### src/rtl/alu_share_arbiter_pkg.sv
// Shared definitions for the ALU share arbiter: ALU opcodes, FSM state
// encoding and the legal-opcode helper used by the optional op check
// (ALU_ARB_OPCHK_EN).
package alu_share_arbiter_pkg;

    localparam logic [2:0] ALU_AND = 3'b000;
    localparam logic [2:0] ALU_OR  = 3'b001;
    localparam logic [2:0] ALU_ADD = 3'b010;
    localparam logic [2:0] ALU_SUB = 3'b110;
    localparam logic [2:0] ALU_MUL = 3'b101;

    typedef enum logic [1:0] {
        ST_IDLE  = 2'b00,
        ST_ISSUE = 2'b01,
        ST_RESP  = 2'b10
    } state_e;

    // True for the five opcodes the shared ALU actually implements.
    function automatic logic is_legal_op(input logic [2:0] op);
        logic legal;
        case (op)
            ALU_AND, ALU_OR, ALU_ADD, ALU_SUB, ALU_MUL: legal = 1'b1;
            default:                                   legal = 1'b0;
        endcase
        return legal;
    endfunction

endpackage

### src/rtl/alu_share_arbiter_rr_picker.sv
// Combinational round-robin picker: searches the request vector starting
// one past the last grant and wrapping, returns one-hot grant and index.
module alu_share_arbiter_rr_picker #(
    parameter int NUM_REQ = 2,
    parameter int IDX_W   = 1
) (
    input  logic [NUM_REQ-1:0] req_i,
    input  logic [IDX_W-1:0]   last_grant_i,
    output logic [NUM_REQ-1:0] grant_oh_o,
    output logic [IDX_W-1:0]   grant_idx_o,
    output logic               grant_any_o
);

    logic [IDX_W-1:0] cand;

    // First requester found after last_grant_i (mod NUM_REQ) wins.
    always_comb begin
        grant_oh_o  = '0;
        grant_idx_o = '0;
        grant_any_o = 1'b0;
        cand        = '0;
        for (int i = 1; i <= NUM_REQ; i++) begin
            cand = IDX_W'((int'(last_grant_i) + i) % NUM_REQ);
            if (!grant_any_o && req_i[cand]) begin
                grant_oh_o[cand] = 1'b1;
                grant_idx_o      = cand;
                grant_any_o      = 1'b1;
            end
        end
    end

endmodule

### src/rtl/alu_share_arbiter.sv
// Shares one combinational ALU between NUM_REQ requesters with round-robin
// arbitration and valid/ready handshakes on both sides. Each op runs
// ACCEPT (in IDLE) -> ISSUE -> RESP.
// Optional feature macro: ALU_ARB_OPCHK_EN adds rsp_err_o and squashes the
// result of any opcode the ALU does not implement.
//
// state    | meaning
// ---------+------------------------------------------------------------
// ST_IDLE  | waiting for requests; winner accepted combinationally
// ST_ISSUE | latched op on alu_*; ALU result captured at end of cycle
// ST_RESP  | result presented to owner until its rsp_ready_i
module alu_share_arbiter
    import alu_share_arbiter_pkg::*;
#(
    parameter int NUM_REQ = 2,
    parameter int DATA_W  = 32,
    parameter int CTRL_W  = 3
) (
    input  logic                      clk_i,
    input  logic                      rst_i,
    input  logic [NUM_REQ-1:0]        req_valid_i,
    output logic [NUM_REQ-1:0]        req_ready_o,
    input  logic [NUM_REQ*CTRL_W-1:0] req_ctrl_i,
    input  logic [NUM_REQ*DATA_W-1:0] req_a_i,
    input  logic [NUM_REQ*DATA_W-1:0] req_b_i,
    output logic [NUM_REQ-1:0]        rsp_valid_o,
    input  logic [NUM_REQ-1:0]        rsp_ready_i,
    output logic [DATA_W-1:0]         rsp_data_o,
    output logic                      rsp_zero_o,
`ifdef ALU_ARB_OPCHK_EN
    output logic                      rsp_err_o,
`endif
    output logic [DATA_W-1:0]         alu_data1_o,
    output logic [DATA_W-1:0]         alu_data2_o,
    output logic [CTRL_W-1:0]         alu_ctrl_o,
    input  logic [DATA_W-1:0]         alu_data_i,
    input  logic                      alu_zero_i,
    output logic                      busy_o
);

    localparam int IDX_W = (NUM_REQ > 1) ? $clog2(NUM_REQ) : 1;

    state_e              state_q;
    logic [IDX_W-1:0]    grant_q;
    logic [IDX_W-1:0]    last_grant_q;
    logic [CTRL_W-1:0]   op_q;
    logic [DATA_W-1:0]   a_q;
    logic [DATA_W-1:0]   b_q;
    logic [DATA_W-1:0]   res_q;
    logic                zero_q;
    logic [NUM_REQ-1:0]  rsp_valid_q;
`ifdef ALU_ARB_OPCHK_EN
    logic                err_q;
    logic                op_illegal;
`endif

    logic [NUM_REQ-1:0]  pick_oh;
    logic [IDX_W-1:0]    pick_idx;
    logic                pick_any;
    logic [CTRL_W-1:0]   op_d;
    logic [DATA_W-1:0]   a_d;
    logic [DATA_W-1:0]   b_d;

    alu_share_arbiter_rr_picker #(
        .NUM_REQ (NUM_REQ),
        .IDX_W   (IDX_W)
    ) u_picker (
        .req_i        (req_valid_i),
        .last_grant_i (last_grant_q),
        .grant_oh_o   (pick_oh),
        .grant_idx_o  (pick_idx),
        .grant_any_o  (pick_any)
    );

    // Select the winning requester's op and operands for latching at accept.
    always_comb begin
        op_d = '0;
        a_d  = '0;
        b_d  = '0;
        for (int k = 0; k < NUM_REQ; k++) begin
            if (pick_oh[k]) begin
                op_d = req_ctrl_i[k*CTRL_W +: CTRL_W];
                a_d  = req_a_i[k*DATA_W +: DATA_W];
                b_d  = req_b_i[k*DATA_W +: DATA_W];
            end
        end
    end

    // Accept is same-cycle; reset gates it so nothing looks accepted in reset.
    always_comb begin
        req_ready_o = '0;
        if (rst_i && (state_q == ST_IDLE)) begin
            req_ready_o = pick_oh;
        end
    end

`ifdef ALU_ARB_OPCHK_EN
    assign op_illegal = !is_legal_op(op_q);
`endif

    // Sequencer: latches the winner, captures the ALU result, holds the response.
    always_ff @(posedge clk_i or negedge rst_i) begin
        if (!rst_i) begin
            state_q      <= ST_IDLE;
            grant_q      <= '0;
            last_grant_q <= IDX_W'(NUM_REQ - 1);
            op_q         <= '0;
            a_q          <= '0;
            b_q          <= '0;
            res_q        <= '0;
            zero_q       <= 1'b0;
            rsp_valid_q  <= '0;
`ifdef ALU_ARB_OPCHK_EN
            err_q        <= 1'b0;
`endif
        end else begin
            case (state_q)
                ST_IDLE: begin
                    if (pick_any) begin
                        op_q    <= op_d;
                        a_q     <= a_d;
                        b_q     <= b_d;
                        grant_q <= pick_idx;
                        state_q <= ST_ISSUE;
                    end
                end
                ST_ISSUE: begin
`ifdef ALU_ARB_OPCHK_EN
                    res_q  <= op_illegal ? '0   : alu_data_i;
                    zero_q <= op_illegal ? 1'b0 : alu_zero_i;
                    err_q  <= op_illegal;
`else
                    res_q  <= alu_data_i;
                    zero_q <= alu_zero_i;
`endif
                    rsp_valid_q <= NUM_REQ'(1) << grant_q;
                    state_q     <= ST_RESP;
                end
                ST_RESP: begin
                    if (rsp_ready_i[grant_q]) begin
                        last_grant_q <= grant_q;
                        rsp_valid_q  <= '0;
                        state_q      <= ST_IDLE;
                    end
                end
                default: begin
                    state_q     <= ST_IDLE;
                    rsp_valid_q <= '0;
                end
            endcase
        end
    end

    assign alu_ctrl_o  = op_q;
    assign alu_data1_o = a_q;
    assign alu_data2_o = b_q;
    assign rsp_valid_o = rsp_valid_q;
    assign rsp_data_o  = res_q;
    assign rsp_zero_o  = zero_q;
`ifdef ALU_ARB_OPCHK_EN
    assign rsp_err_o   = err_q;
`endif
    assign busy_o      = (state_q != ST_IDLE);

endmodule

### config.mk
export PLATFORM = sky130hd
export DESIGN_NAME = alu_share_arbiter
export DESIGN_NICKNAME = d
export VERILOG_FILES = /design/src/rtl/alu_share_arbiter_pkg.sv /design/src/rtl/alu_share_arbiter_rr_picker.sv /design/src/rtl/alu_share_arbiter.sv
export SDC_FILE = /design/constraint.sdc
export NUM_CORES = 1
export LEC_CHECK = 0
export ABC_AREA = 1
export CAP_MARGIN = 20
export CORE_UTILIZATION = 39
export CTS_BUF_LIST = sky130_fd_sc_hd__clkbuf_16
export CTS_CLUSTER_DIAMETER = 120
export DETAILED_ROUTE_END_ITERATION = 10
export PLACE_DENSITY = 0.9
export SETUP_SLACK_MARGIN = 0.4
export SLEW_MARGIN = 0
export SYNTH_ARGS = -nofsm -noshare
export SYNTH_HDL_FRONTEND = slang
export SYNTH_HIERARCHICAL = 1
export SYNTH_SLANG_ARGS = --single-unit
### constraint.sdc
create_clock -name clk_i -period 1.94 [get_ports clk_i]
set_input_delay 0.388 -clock clk_i [delete_from_list [all_inputs] [get_ports clk_i]]
set_output_delay 0.388 -clock clk_i [all_outputs]
set_load 0.03 [all_outputs]
==> impl_metrics.xml <==
<?xml version="1.0" encoding="UTF-8"?>
<metrics>
  <group name="logic_synthesis">
    <metric name="synthMostInstantiatedCell" unit="">sky130_fd_sc_hd__nand2_1</metric>
    <metric name="yosys-top-cells-count" unit="">509 x sky130_fd_sc_hd__nand2_1, 105 x sky130_fd_sc_hd__dfrtp_1, 16 x sky130_fd_sc_hd__buf_2, 10 x sky130_fd_sc_hd__clkbuf_1, 10 x sky130_fd_sc_hd__nand2_2</metric>
    <metric name="xor_xnor_share_of_the_synthesized_area" unit="%">0</metric>
    <metric name="synth-async-reset-ratio" unit="%">100.0</metric>
    <metric name="post_synth_and_or_nand_nor_area_fraction" unit="%">41.05</metric>
    <metric name="synth_compound_gate_area_share" unit="%">0.5058</metric>
    <metric name="yosys_register_bits" unit="">106</metric>
    <metric name="syn_area_per_cell" unit="um^2">7.275</metric>
    <metric name="number_of_enable_type_register_cells_in_the_synthesized_netlist" unit="">0</metric>
    <metric name="synth_seq_area_share" unit="%">53.64</metric>
    <metric name="post_synth_net_total" unit="">853</metric>
    <metric name="cell_types_occupying_the_most_area_after_synthesis" unit="">sky130_fd_sc_hd__dfrtp_1 53%, sky130_fd_sc_hd__nand2_1 39%, sky130_fd_sc_hd__buf_2 1.6%</metric>
    <metric name="dominant_combinational_cell_family_by_area_after_synthesis" unit="">simple AND/OR/NAND/NOR gates</metric>
    <metric name="share_of_the_synthesized_area_in_the_top_cell_type" unit="%">53.11</metric>
    <metric name="post_synth_mux_area_share" unit="%">0</metric>
    <metric name="yosysWarningCount" unit="">6</metric>
    <metric name="syn-instance-count" unit="">680</metric>
    <metric name="mappedNetlistArea" unit="um^2">4947</metric>
    <metric name="synth_fa_ha_area_share" unit="%">0</metric>
    <metric name="netlist.top_cell.by_area" unit="">sky130_fd_sc_hd__dfrtp_1</metric>
    <metric name="netlist-cell-type-count" unit="">19</metric>
    <metric name="ys_dominant_reg_cell" unit="">sky130_fd_sc_hd__dfrtp_1</metric>
  </group>
  <group name="power_and_ir_drop">
    <metric name="power_report.internal_total" unit="mW">7.007</metric>
    <metric name="power.share.switching" unit="%">47.16</metric>
    <metric name="power.density" unit="nW/um^2">1538</metric>
    <metric name="leakage" unit="nW">4.682</metric>
    <metric name="p_comb_share" unit="%">56.3</metric>
    <metric name="clockPowerShare" unit="%">14.0</metric>
    <metric name="switchingPower" unit="mW">6.255</metric>
    <metric name="ir_worst_vdd" unit="uV">744.7</metric>
    <metric name="power.share.sequential" unit="%">29.7</metric>
  </group>
  <group name="cts">
    <metric name="clock_insertion_delay_worst_skew" unit="ps">340</metric>
    <metric name="numCtsBuffers" unit="">9</metric>
    <metric name="clockBufferDepth" unit="">2</metric>
    <metric name="cts.reportedPaths.clkPinSlew" unit="ps">70</metric>
    <metric name="root_buffer_cell" unit="">sky130_fd_sc_hd__clkbuf_16</metric>
    <metric name="cts-htree-levels" unit="">3</metric>
    <metric name="hold_buffers" unit="">0</metric>
    <metric name="tritoncts" unit="">built</metric>
    <metric name="cts_sinks" unit="">106</metric>
  </group>
  <group name="detailed_routing">
    <metric name="drt_first_iter_violations" unit="">340</metric>
    <metric name="route.antenna.remaining_nets" unit="">0</metric>
    <metric name="drt_first_pass_iters" unit="">5</metric>
    <metric name="routedWlPerCell" unit="um">14.42</metric>
    <metric name="drc" unit="">0</metric>
    <metric name="routed_via_density" unit="">4.621</metric>
    <metric name="detailed_route_wire_length" unit="mm">16.56</metric>
    <metric name="via_total_after_detailed_routing" unit="">5305</metric>
  </group>
  <group name="floorplanning">
    <metric name="floorplan.rows" unit="">40</metric>
    <metric name="floorplan.die.height" unit="um">114.6</metric>
    <metric name="die-width" unit="um">114.6</metric>
    <metric name="die-area" unit="um^2">13140</metric>
    <metric name="io_pins" unit="">278</metric>
    <metric name="core_area" unit="um^2">12210</metric>
    <metric name="initial_utilization" unit="%">40.51</metric>
  </group>
  <group name="sta">
    <metric name="report.final.hold_viol_count" unit="">0</metric>
    <metric name="rsz0062_at_grt" unit="">yes</metric>
    <metric name="timing_worst_slew_pin_value" unit="ps">604.1</metric>
    <metric name="finalSetupViolations" unit="">0</metric>
    <metric name="fin_hold_ws" unit="ps">101.0</metric>
    <metric name="slew_headroom" unit="%">59.73</metric>
    <metric name="totalNegativeSetupSlack" unit="ps">0</metric>
    <metric name="finalCriticalPeriod" unit="ps">1819</metric>
    <metric name="final_number_of_max_transition_violations" unit="">0</metric>
    <metric name="finClkSkew" unit="ps">10.97</metric>
    <metric name="max_fclk" unit="GHz">0.5497</metric>
    <metric name="min_period_over_period" unit="%">93.78</metric>
  </group>
  <group name="place">
    <metric name="gpl.final_weighted_congestion" unit="">0.7821</metric>
    <metric name="buffer_ports.inserted" unit="">277</metric>
    <metric name="numPlacedInstances" unit="">1108</metric>
    <metric name="hpwl" unit="mm">11.34</metric>
  </group>
  <group name="global_route">
    <metric name="largest_net_degree_at_the_start_of_global_routing" unit="">107</metric>
    <metric name="grt-ovfl-total" unit="">0</metric>
    <metric name="antenna_violations_before_repair" unit="">1</metric>
    <metric name="first_global_vias" unit="">5358</metric>
    <metric name="grt_use_total" unit="%">24.88</metric>
    <metric name="grt_pass1_wl" unit="mm">25.34</metric>
  </group>
  <group name="layout">
    <metric name="layout.cells.non_filler" unit="">1148</metric>
    <metric name="syn2layout_area_growth" unit="%">74.28</metric>
    <metric name="filler_cell_count" unit="">1008</metric>
    <metric name="final_layout_size_suffix_gt1_share" unit="%">8.691</metric>
    <metric name="multiInputGateArea" unit="um^2">2102</metric>
    <metric name="seqCellArea" unit="um^2">2654</metric>
    <metric name="final_net_count" unit="">1146</metric>
  </group>
  <group name="worst_setup_path">
    <metric name="timing.critical_path.arrival" unit="ps">1430</metric>
    <metric name="timing_worst_setup_path_type" unit="">flip-flop to output pin</metric>
    <metric name="cp_cell_sequence" unit="">nand2_2 -&gt; nand2_4 -&gt; inv_4 -&gt; nor3_4 -&gt; buf_12</metric>
    <metric name="critPathSlowestCell" unit="">sky130_fd_sc_hd__dfstp_2</metric>
    <metric name="critPathMaxFanout" unit="">2</metric>
    <metric name="end_kind" unit="">output pin</metric>
    <metric name="max_stage_delay" unit="ps">540</metric>
    <metric name="worstPathRequired" unit="ps">1550</metric>
    <metric name="critical_path.startpoint_type" unit="">flip-flop</metric>
  </group>
  <group name="outcome">
    <metric name="status" unit="">completed</metric>
  </group>
  <group name="run">
    <metric name="maxCapViolCount" unit="">0</metric>
  </group>
  <group name="min_path">
    <metric name="min-delay-path-class" unit="">input pin to asynchronous set/reset pin</metric>
  </group>
</metrics>
[sequential cells by signal, summed over array words and instances (netlist names), 2 cells and up]
name	count
alu_ctrl_o	3
alu_data1_o	32
rsp_data_o	32
rsp_valid_o	2
state_q	2
alu_data2_o	32
[timing repair]
item / in CTS / in global routing
gates resized for setup: 128 / 25
pin swaps: 3 / 3
buffers inserted: 10 / 4
cloned: 5 / 3
endpoints found under the setup margin: 173 / 88
[cell usage in the layout (no fill, tap or decap), drive strengths merged]
cell type and instances:
nand2 519, bufbuf 2, clkinv 3, clkdlybuf4s15 20, nor3 1, clkdlybuf4s50 169, a21oi 2, or2 1
nor3b 1, bufinv 1, clkbuf 13, buf 39, diode 2, dfstp 1, dlygate4sd2 83, o21ai 3
dfrtp 105, inv 11, nor2 2, nand3 2
[final timing paths]
kind | start | endpoint | slack (ps) | cells after the start
min in group clk_i | alu_data2_o[26]$_DFFE_PN0P_ | alu_data2_o[26]$_DFFE_PN0P_ | 470 | 2
worst max-delay path | last_grant_q$_DFFE_PN1P_ | req_ready_o[0] | 120 | 5
worst max register to register | last_grant_q$_DFFE_PN1P_ | alu_data1_o[11]$_DFFE_PN0P_ | 180 | 12
worst min register to register | alu_data2_o[26]$_DFFE_PN0P_ | alu_data2_o[26]$_DFFE_PN0P_ | 470 | 2
max in group asynchronous | rst_i | alu_data2_o[9]$_DFFE_PN0P_ | 1350 | 2
worst min-delay path | rst_i | alu_data2_o[6]$_DFFE_PN0P_ | 100 | 2
[worst max-delay path: cells and delay by family (launching register included)]
kind,cells,cell delay [ps]
simple gates,3,360
buf+inv,2,200
flops,1,540
[layer usage]
metal,global-route usage (%),up-vias,share of wire [%]
met5,0,-,0
met4,10.22,0,3.1
met3,5.506,38,6.9
met2,45.05,237,50
met1,28.29,2410,40
li1,-,2620,-
[stage by stage]
step                instance area (um^2)  total power [mW]  utilization, %  setup slack [ps]
global placement                    8016             11.57           65.65            -56.78
global route                        8620             14.07           70.58             55.22
finish                              8622             13.26           70.60             120.7
CTS                                 8464             13.18           69.31             140.0
detailed placement                  8016             11.77           65.65            -108.0
floorplan                           4989             8.276               -             311.5
[layout make-up]
class	instances	area share, %
timing repair buffer	317	38.38
inverter	8	0.4644
multi-input combinational	531	24.38
clock inverter	7	0.8852
clock buffer	9	2.612
tap	168	2.438
antenna	2	0.05805
sequential	106	30.78
[kinds of logic after synthesis]
| kind of cell | Yosys count |
|---|---|
| AOI/OAI and AO/OA | 5 |
| buffers and inverters | 43 |
| DFF | 106 |
| and+or+nand+nor | 526 |
[power by group through the flow]
stage | Combinational, mW | Clock (mW) | Sequential [mW]
2_1_floorplan | 2.19 | 0 | 6.08
6_report | 7.46 | 1.86 | 3.94
4_1_cts | 7.36 | 1.90 | 3.92
3_5_place_dp | 7.79 | 0 | 3.98
5_1_grt | 8.02 | 2.00 | 4.05
3_3_place_gp | 7.63 | 0 | 3.94
Power figures use the tool's default switching activity.
